### src/rtl/fnd_pkg.sv
// Shared definitions for FND display blocks: active-low segment fonts,
// result-display FSM encoding and the double-dabble nibble correction.
package fnd_pkg;

    localparam logic [7:0] FONT_0     = 8'hC0;
    localparam logic [7:0] FONT_1     = 8'hF9;
    localparam logic [7:0] FONT_2     = 8'hA4;
    localparam logic [7:0] FONT_3     = 8'hB0;
    localparam logic [7:0] FONT_4     = 8'h99;
    localparam logic [7:0] FONT_5     = 8'h92;
    localparam logic [7:0] FONT_6     = 8'h82;
    localparam logic [7:0] FONT_7     = 8'hF8;
    localparam logic [7:0] FONT_8     = 8'h80;
    localparam logic [7:0] FONT_9     = 8'h90;
    localparam logic [7:0] FONT_BLANK = 8'hFF;
    localparam logic [7:0] FONT_DASH  = 8'hBF;

    typedef enum logic [1:0] {
        ST_IDLE  = 2'd0,
        ST_SHIFT = 2'd1,
        ST_LOAD  = 2'd2
    } fsm_state_t;

    // A nibble of 5 or more must be bumped by 3 so the next shift carries into the next decade.
    function automatic logic [3:0] dabble_adjust(input logic [3:0] nib);
        return (nib >= 4'd5) ? (nib + 4'd3) : nib;
    endfunction

endpackage

### src/rtl/bcd_to_fnd_font.sv
// Combinational BCD digit to active-low 7-segment font ({dp,g,f,e,d,c,b,a}).
// Codes above 9 render as a dash.
module bcd_to_fnd_font
    import fnd_pkg::*;
(
    input  logic [3:0] bcd,
    output logic [7:0] font
);

    // Segment lookup
    always_comb begin
        font = FONT_DASH;
        case (bcd)
            4'd0:    font = FONT_0;
            4'd1:    font = FONT_1;
            4'd2:    font = FONT_2;
            4'd3:    font = FONT_3;
            4'd4:    font = FONT_4;
            4'd5:    font = FONT_5;
            4'd6:    font = FONT_6;
            4'd7:    font = FONT_7;
            4'd8:    font = FONT_8;
            4'd9:    font = FONT_9;
            default: font = FONT_DASH;
        endcase
    end

endmodule

### src/rtl/fnd_result_display.sv
// Result display: sequential double-dabble binary-to-BCD conversion feeding a
// time-multiplexed common-anode FND; only completed conversions reach the digits.
module fnd_result_display
    import fnd_pkg::*;
#(
    parameter int DATA_W   = 4,
    parameter int DIGITS   = 4,
    parameter int SCAN_DIV = 100000,
    parameter int BLANK_LZ = 1
) (
    input  logic                  i_clk,
    input  logic                  i_reset_n,
    input  logic                  i_valid,
    input  logic [DATA_W-1:0]     i_data,
    output logic                  o_busy,
    output logic [4*DIGITS-1:0]   o_bcd,
    output logic [DIGITS-1:0]     o_fndCom,
    output logic [7:0]            o_fndFont
);

    localparam int BCD_W = 4 * DIGITS;
    localparam int CNT_W = (DATA_W > 1) ? $clog2(DATA_W) : 1;
    localparam int PRE_W = $clog2(SCAN_DIV);
    localparam int IDX_W = (DIGITS > 1) ? $clog2(DIGITS) : 1;

    fsm_state_t          state_r;
    fsm_state_t          state_nxt_s;
    logic                capture_s;
    logic                shift_s;
    logic                load_s;

    logic [DATA_W-1:0]   bin_r;
    logic [BCD_W-1:0]    acc_r;
    logic [BCD_W-1:0]    acc_adj_s;
    logic [CNT_W-1:0]    bit_cnt_r;
    logic                busy_r;
    logic [BCD_W-1:0]    bcd_r;

    logic [PRE_W-1:0]    presc_r;
    logic [IDX_W-1:0]    idx_r;
    logic [DIGITS-1:0]   com_r;
    logic [7:0]          font_r;

    logic [3:0]          cur_nib_s;
    logic [DIGITS-1:0]   lz_s;
    logic [DIGITS-1:0]   one_hot_s;
    logic                blank_s;
    logic [7:0]          dec_font_s;

    // FSM state register
    always_ff @(posedge i_clk or negedge i_reset_n) begin
        if (!i_reset_n) begin
            state_r <= ST_IDLE;
        end else begin
            state_r <= state_nxt_s;
        end
    end

    // FSM next-state logic
    always_comb begin
        state_nxt_s = ST_IDLE;
        case (state_r)
            ST_IDLE: begin
                if (i_valid) begin
                    state_nxt_s = ST_SHIFT;
                end else begin
                    state_nxt_s = ST_IDLE;
                end
            end
            ST_SHIFT: begin
                if (bit_cnt_r == CNT_W'(DATA_W - 1)) begin
                    state_nxt_s = ST_LOAD;
                end else begin
                    state_nxt_s = ST_SHIFT;
                end
            end
            ST_LOAD: state_nxt_s = ST_IDLE;
            default: state_nxt_s = ST_IDLE;
        endcase
    end

    // FSM datapath controls
    always_comb begin
        capture_s = 1'b0;
        shift_s   = 1'b0;
        load_s    = 1'b0;
        case (state_r)
            ST_IDLE:  capture_s = i_valid;
            ST_SHIFT: shift_s   = 1'b1;
            ST_LOAD:  load_s    = 1'b1;
            default: begin
                capture_s = 1'b0;
                shift_s   = 1'b0;
                load_s    = 1'b0;
            end
        endcase
    end

    // Per-nibble add-3 correction applied before each shift
    always_comb begin
        acc_adj_s = '0;
        for (int k = 0; k < DIGITS; k++) begin
            acc_adj_s[4*k +: 4] = dabble_adjust(acc_r[4*k +: 4]);
        end
    end

    // Double-dabble shift register and bit counter
    always_ff @(posedge i_clk or negedge i_reset_n) begin
        if (!i_reset_n) begin
            bin_r     <= '0;
            acc_r     <= '0;
            bit_cnt_r <= '0;
        end else if (capture_s) begin
            bin_r     <= i_data;
            acc_r     <= '0;
            bit_cnt_r <= '0;
        end else if (shift_s) begin
            {acc_r, bin_r} <= {acc_adj_s[BCD_W-2:0], bin_r, 1'b0};
            bit_cnt_r      <= bit_cnt_r + CNT_W'(1);
        end else begin
            bin_r     <= bin_r;
            acc_r     <= acc_r;
            bit_cnt_r <= bit_cnt_r;
        end
    end

    // Busy flag and published BCD result
    always_ff @(posedge i_clk or negedge i_reset_n) begin
        if (!i_reset_n) begin
            busy_r <= 1'b0;
            bcd_r  <= '0;
        end else if (capture_s) begin
            busy_r <= 1'b1;
        end else if (load_s) begin
            busy_r <= 1'b0;
            bcd_r  <= acc_r;
        end else begin
            busy_r <= busy_r;
            bcd_r  <= bcd_r;
        end
    end

    // Scan prescaler and digit index
    always_ff @(posedge i_clk or negedge i_reset_n) begin
        if (!i_reset_n) begin
            presc_r <= '0;
            idx_r   <= '0;
        end else if (presc_r == PRE_W'(SCAN_DIV - 1)) begin
            presc_r <= '0;
            if (idx_r == IDX_W'(DIGITS - 1)) begin
                idx_r <= '0;
            end else begin
                idx_r <= idx_r + IDX_W'(1);
            end
        end else begin
            presc_r <= presc_r + PRE_W'(1);
            idx_r   <= idx_r;
        end
    end

    // lz_s[k] is set when nibbles k..DIGITS-1 are all zero
    always_comb begin
        logic zero_run;
        zero_run  = 1'b1;
        lz_s      = '0;
        cur_nib_s = 4'd0;
        one_hot_s = '0;
        for (int k = DIGITS - 1; k >= 0; k--) begin
            zero_run  = zero_run && (bcd_r[4*k +: 4] == 4'd0);
            lz_s[k]   = zero_run;
            cur_nib_s = (IDX_W'(k) == idx_r) ? bcd_r[4*k +: 4] : cur_nib_s;
        end
        one_hot_s[idx_r] = 1'b1;
        blank_s = (BLANK_LZ != 0) && (idx_r != '0) && lz_s[idx_r];
    end

    bcd_to_fnd_font u_font (
        .bcd  (cur_nib_s),
        .font (dec_font_s)
    );

    // Registered digit enable and segment drive
    always_ff @(posedge i_clk or negedge i_reset_n) begin
        if (!i_reset_n) begin
            com_r  <= '1;
            font_r <= FONT_BLANK;
        end else begin
            com_r  <= ~one_hot_s;
            font_r <= blank_s ? FONT_BLANK : dec_font_s;
        end
    end

    assign o_busy    = busy_r;
    assign o_bcd     = bcd_r;
    assign o_fndCom  = com_r;
    assign o_fndFont = font_r;

endmodule

### config.mk
export PLATFORM = sky130hd
export DESIGN_NAME = fnd_result_display
export DESIGN_NICKNAME = d
export VERILOG_FILES = /design/src/rtl/fnd_pkg.sv /design/src/rtl/bcd_to_fnd_font.sv /design/src/rtl/fnd_result_display.sv
export SDC_FILE = /design/constraint.sdc
export NUM_CORES = 1
export LEC_CHECK = 0
export BUFFER_PORTS_ARGS = -buffer_cell sky130_fd_sc_hd__buf_2
export CAP_MARGIN = 20
export CORE_UTILIZATION = 50
export CTS_BUF_LIST = sky130_fd_sc_hd__clkbuf_2 sky130_fd_sc_hd__clkbuf_4 sky130_fd_sc_hd__clkbuf_8
export DETAILED_ROUTE_END_ITERATION = 7
export PLACE_DENSITY = 0.77
export SLEW_MARGIN = 20
export SYNTH_ARGS = -nofsm -noshare
export SYNTH_HDL_FRONTEND = slang
export SYNTH_SLANG_ARGS = --single-unit
### constraint.sdc
create_clock -name i_clk -period 3.7 [get_ports i_clk]
set_input_delay 0.74 -clock i_clk [delete_from_list [all_inputs] [get_ports i_clk]]
set_output_delay 0.74 -clock i_clk [all_outputs]
set_load 0.005 [all_outputs]
======== Word level (Yosys, flattened, before mapping) ========
Memories as Yosys holds them, arrays and structs flattened.
Cells that the tools add are included.
storage, ports and cells
  bits of input ports ..................... 7
  memory bits (read-only) ................. 112
  memories ................................ 1
  register bits after elaboration ......... 72
  output and inout port bits .............. 29
cells by class
  equality and inequality tests ........... 8
  magnitude comparators ................... 6
  add/subtract/negate cells ............... 7
  reductions and logical operators ........ 15
  bitwise operators ....................... 2
  muxes and demuxes ....................... 29
memory list
  name             depth  width  rd ports  clocked after Yosys merged registers in  wr ports  line                   RTL
  (no name shown)  16     7      1         0                                        0         bcd_to_fnd_font.sv:13  case (bcd)
operator list
  kind                     number
  $mux W4                  9
  $mux W16                 2
  $add A17 B1 Y17 const B  1
  $eq A17 B17 Y1 const B   1
  $mux W17                 1
  $ge A4 B3 Y1 const B     4
  $logic_not A4 Y1         4
  $add A4 B2 Y4 const B    3
  $mux W1                  8
  $mux W2                  4
  $mux W8                  1
  $eq A2 B2 Y1 const B     3
  $reduce_bool A2 Y1       3
  $logic_and A1 B1 Y1      5
  $add A2 B1 Y2 const B    2
  $eq A2 B2 Y1 const A     2
  $logic_not A2 Y1         2
  $not A4 Y4               1
  $pmux W2 S2              1
  $add A3 B2 Y3 const B    1
  $lt A2 B3 Y1 const B     1
  $mux W3                  1
  $bmux W1 S2              1
  $demux W1 S2             1
  other kinds (5)          5

======== Depth between registers and ports, before layout ========
  depth in word-level cells ............... 8
  depth in mapped cells ................... 11
  mapped depth without buffers ............ 10

======== Modules after synthesis ========
From an unflattened synthesis, not the netlist that was laid out.
unflattened totals
  cells, all modules ...................... 348
  area, all modules ....................... 3631.0 µm²
modules (own cells, without submodules)
  module              cells an instance  sequential area each (µm²)  times used  area an instance (µm²)
  fnd_result_display  315                1816.7                      1           3395.8
  bcd_to_fnd_font     33                 0.0                         1           235.2

======== Worst setup path before layout ========
No wires, ideal clock.
  kind .................................... reg-to-reg
  start point ............................. reg idx_r[0]
  end point ............................... reg font_r[6] (netlist: o_fndFont[6])
  arrival time ............................ 1.966 ns
  cell stages (with the launch flop) ...... 11
  required time ........................... 3.618 ns
  path slack .............................. 1.652 ns
  period minus slack after synthesis ...... 2.048 ns
  buffers on the path ..................... 1
  path through ............................ dfrtp_1 -> inv_1 -> ha_1 -> buf_6 -> a211o_1 -> a31oi_1 -> nor2_1 -> ha_1 -> nor2_1 -> a211oi_1 -> or2_1
between the ends
  word-level cells in the longest chain between the ends .. 7
  elaborated cells on any way between the ends .. 14
RTL lines
  item                    line                       RTL
  from (decl)             fnd_result_display.sv:40   logic [IDX_W-1:0] idx_r;
  from (signal assigned)  fnd_result_display.sv:153  idx_r <= idx_r + IDX_W'(1);
  from (signal assigned)  fnd_result_display.sv:157  idx_r <= idx_r;
  $eq A2 B2 Y1            fnd_result_display.sv:171  cur_nib_s = (IDX_W'(k) == idx_r) ? bcd_r[4*k +: 4] : cur_nib_s;
  $mux W4 (4 in series)   fnd_result_display.sv:171
  $mem_v2 Z16 W7          n/a
  $mux W8 *               fnd_result_display.sv:189  font_r <= blank_s ? FONT_BLANK : dec_font_s;
  to (signal assigned)    fnd_result_display.sv:189
  to (decl)               fnd_result_display.sv:42   logic [7:0] font_r;
Mark *: on every way between the ends. The rest lies on a longest branch, timed or not. The select of a mux whose other input is x is not followed.
A chain may end at the register's enable or synchronous reset.

======== Worst setup path after layout ========
Ends and elaborated chain as after synthesis.

==> flow_summary.yaml <==
status:
  status: "finished, final reports clean"
die:
  row_count: 30
  die_h_um: 85.3
  fp.dieArea_sq_um: 7280
  ios: 36
  core-area_sq_um: 6760
  fp.dieW_um: 85.3
  start_util_pct: 51.4
routing:
  drc: 0
  via_per_inst: 5.47
  drt_iter0_drc: 88
  firstDrtPassIters: 4
  avgRoutedWirePerCell_um: 14.2
  antenna_left: 0
  vias: 2512
  drt_wl_total_um: 6520
clock_tree:
  cts_tree: "yes"
  clkLatencyLatePin_ps: 350
  cts_setup_buffers: 0
  clock-sinks: 71
  numCtsBuffers: 9
  clkTransAtPathRegs_ps: 80
  cts_hold_buf: 0
  clockRootBuffer: "clkbuf_8"
  cts_resized: 0
  htreeDepth: 3
  cts_max_path_buffers: 2
sta:
  post-route-period-util_pct: 61.5
  rsz0062_at_grt: "no"
  hold_viol_final: 0
  slew_headroom_pct: 39.5
  fmax_mhz: 439
  fin_worst_skew_ps: 10.2
  fin_crit_ps: 2280
  setup_viol_count_final: 0
  tightestPinTransition_ps: 907
  setup-tns-final_ps: 0
  drv_slew: 0
power:
  power.density_nw_per_um2: 688
  total_leakage_power_nw: 1.82
  peakVddDrop_uv: 532
placement:
  dpl_cell_area_sq_um: 3690
  post-dp-hpwl_um: 4690
  gp_congestion: 0.817
  portBuffers: 34
grt:
  gr-total-overflow: 0
  grtUsageTotal_pct: 20.1
  top_usage_layer: "met2"
  grt_use_met1_pct: 26.8
  grt_max_degree: 35
  met2_usage_pct: 31.6
  grt_antenna_before_repair: 0
  grt_pass1_vias: 2470
  grt_first_pass_wirelength_um: 11500
  use_met3_pct: 5.25
synth:
  async_flop_share_pct: 100
  synthTopCellsByCount: "dfrtp_1, nand2_1, o21ai_0"
  syn_inst: 338
  ys_warn_count: 0
  syn-num-nets: 360
  synth_cell_types: 52
  seq_area_frac_synth_pct: 51.6
  synth.most_common_cell: "dfrtp_1"
  synthFlopType: "dfrtp_1"
  synth_area_leaders: "dfrtp_1, dfstp_2, ha_1"
  yosys_register_bits: 71
  avgSynthCellArea_sq_um: 10.3
  syn_area_sq_um: 3470
  synth_top_area_cell: "dfrtp_1"
  synth_edf_count: 0
  synth_top_area_share_pct: 43.2
layout:
  fin_area_sq_um: 3890
  drive_gt1_share_pct: 21.4
  nFillCells: 573
  area_delta_synth_final_pct: 12.1
  nNetsFinal: 396
  antennaDiodeCount: 0
critical_path:
  worst_ep_arrival_time_ps: 2550
  worstSetupStartpointType: "flip-flop"
  crit_path_max_fanout: 10
  crit_path_end_kind: "flip-flop"
  cp.required_ps: 3970
  critPathKind: "flip-flop to flip-flop"
worst_hold_path:
  hold_path_class: "primary input to asynchronous set/reset pin"
flow_run:
  maxCapViolCount: 0
-- stage by stage --
| step | power, mW | std cells | setup slack [ps] | utilization [%] | hold WS (ps) |
|---|---|---|---|---|---|
| 6_report | 2.68 | 459 | 1420 | 57.6 | 352 |
| 5_1_grt | 2.87 | 459 | 1160 | 57.6 | 385 |
| 4_1_cts | 2.70 | 459 | 1420 | 57.6 | 361 |
| 3_5_place_dp | 2.09 | 443 | 1430 | 54.7 | 483 |
| 3_3_place_gp | 2.05 | 443 | 1530 | 54.7 | 471 |
| 2_1_floorplan | 1.79 | 338 | 1650 | - | 444 |
-- cell type report --
class                           instances  area [sq um]  area share (%)
Inverter                               19          71.3            1.83
Tap cell                               80           100            2.57
Multi-Input combinational cell        236          1540            39.6
Clock inverter                          6          60.1            1.54
Timing Repair Buffer                   37           193            4.95
Clock buffer                           10           138            3.54
Sequential cell                        71          1790            46.0
-- critical path, cell delays in order, from the launching register on --
cell,delay [ps]
dfrtp_1,370
inv_1,120
ha_1,360
a211o_1,270
a31oi_1,240
nor2_1,180
ha_1,230
nor2_1,140
a211oi_1,60
or2_1,220
-- flip-flops by register name, summed over array words and instances (netlist names) --
register / cells
o_busy: 1
bin_r: 4
o_fndFont: 7
o_bcd: 16
bit_cnt_r: 2
presc_r: 17
acc_r: 16
state_r: 2
o_fndCom: 4
idx_r: 2
-- cells in the final DEF, fill, tap and decap left out, types with 3 or more instances in the layout --
| cell | n |
|---|---|
| nor3_1 | 8 |
| clkinv_2 | 3 |
| dfrtp_1 | 60 |
| ha_1 | 15 |
| nand2b_1 | 8 |
| a22oi_1 | 3 |
| nand4_1 | 4 |
| mux2_2 | 8 |
| a21oi_1 | 12 |
| o21ai_0 | 29 |
| inv_1 | 18 |
| nor4_1 | 3 |
| a211oi_1 | 3 |
| nand3_1 | 11 |
| o31ai_1 | 3 |
| nor2b_1 | 3 |
| a21o_1 | 3 |
| nand2_1 | 40 |
| dfstp_2 | 11 |
| clkbuf_8 | 10 |
| buf_2 | 34 |
| xor2_1 | 9 |
| buf_4 | 3 |
| xnor2_1 | 12 |
| o21bai_1 | 3 |
| nor2_1 | 24 |
-- layer usage --
metal	up-vias	share of wire [%]
li1	1237	-
met3	11	3.1
met1	1226	47
met4	0	1.6
met2	38	48
met5	-	0
-- power by group --
| group | internal (mW) | switching [mW] | leakage [nW] | total [mW] |
|---|---|---|---|---|
| sequential | 0.995 | 0.187 | 0.907 | 1.18 |
| combinational | 0.394 | 0.494 | 0.812 | 0.888 |
| clock | 0.326 | 0.285 | 0.0981 | 0.611 |
-- final timing paths --
path / from / to / slack, ps / cells past startpoint
min in group i_clk: presc_r[0] / presc_r[0] / 490 / 1
hold reg to reg: presc_r[0] / presc_r[0] / 490 / 1
max in group asynchronous: i_reset_n / presc_r[11] / 2530 / 2
setup reg to reg: idx_r[0] / o_fndFont[6] / 1420 / 9
hold / removal: i_reset_n / presc_r[13] / 350 / 1
setup / recovery: idx_r[0] / o_fndFont[6] / 1420 / 9
-- logic make-up after synthesis --
kind of cell	after synthesis	synth area share (%)
AOI/OAI and AO/OA	74	14.3
xor gates and xnor gates	21	5.30
adders and majority gates	15	5.41
buffers and inverters	31	4.07
DFF	71	51.6
muxes	10	3.17
other	1	0.108
and+or+nand+nor	115	16.1
Power figures use the tool's default switching activity.
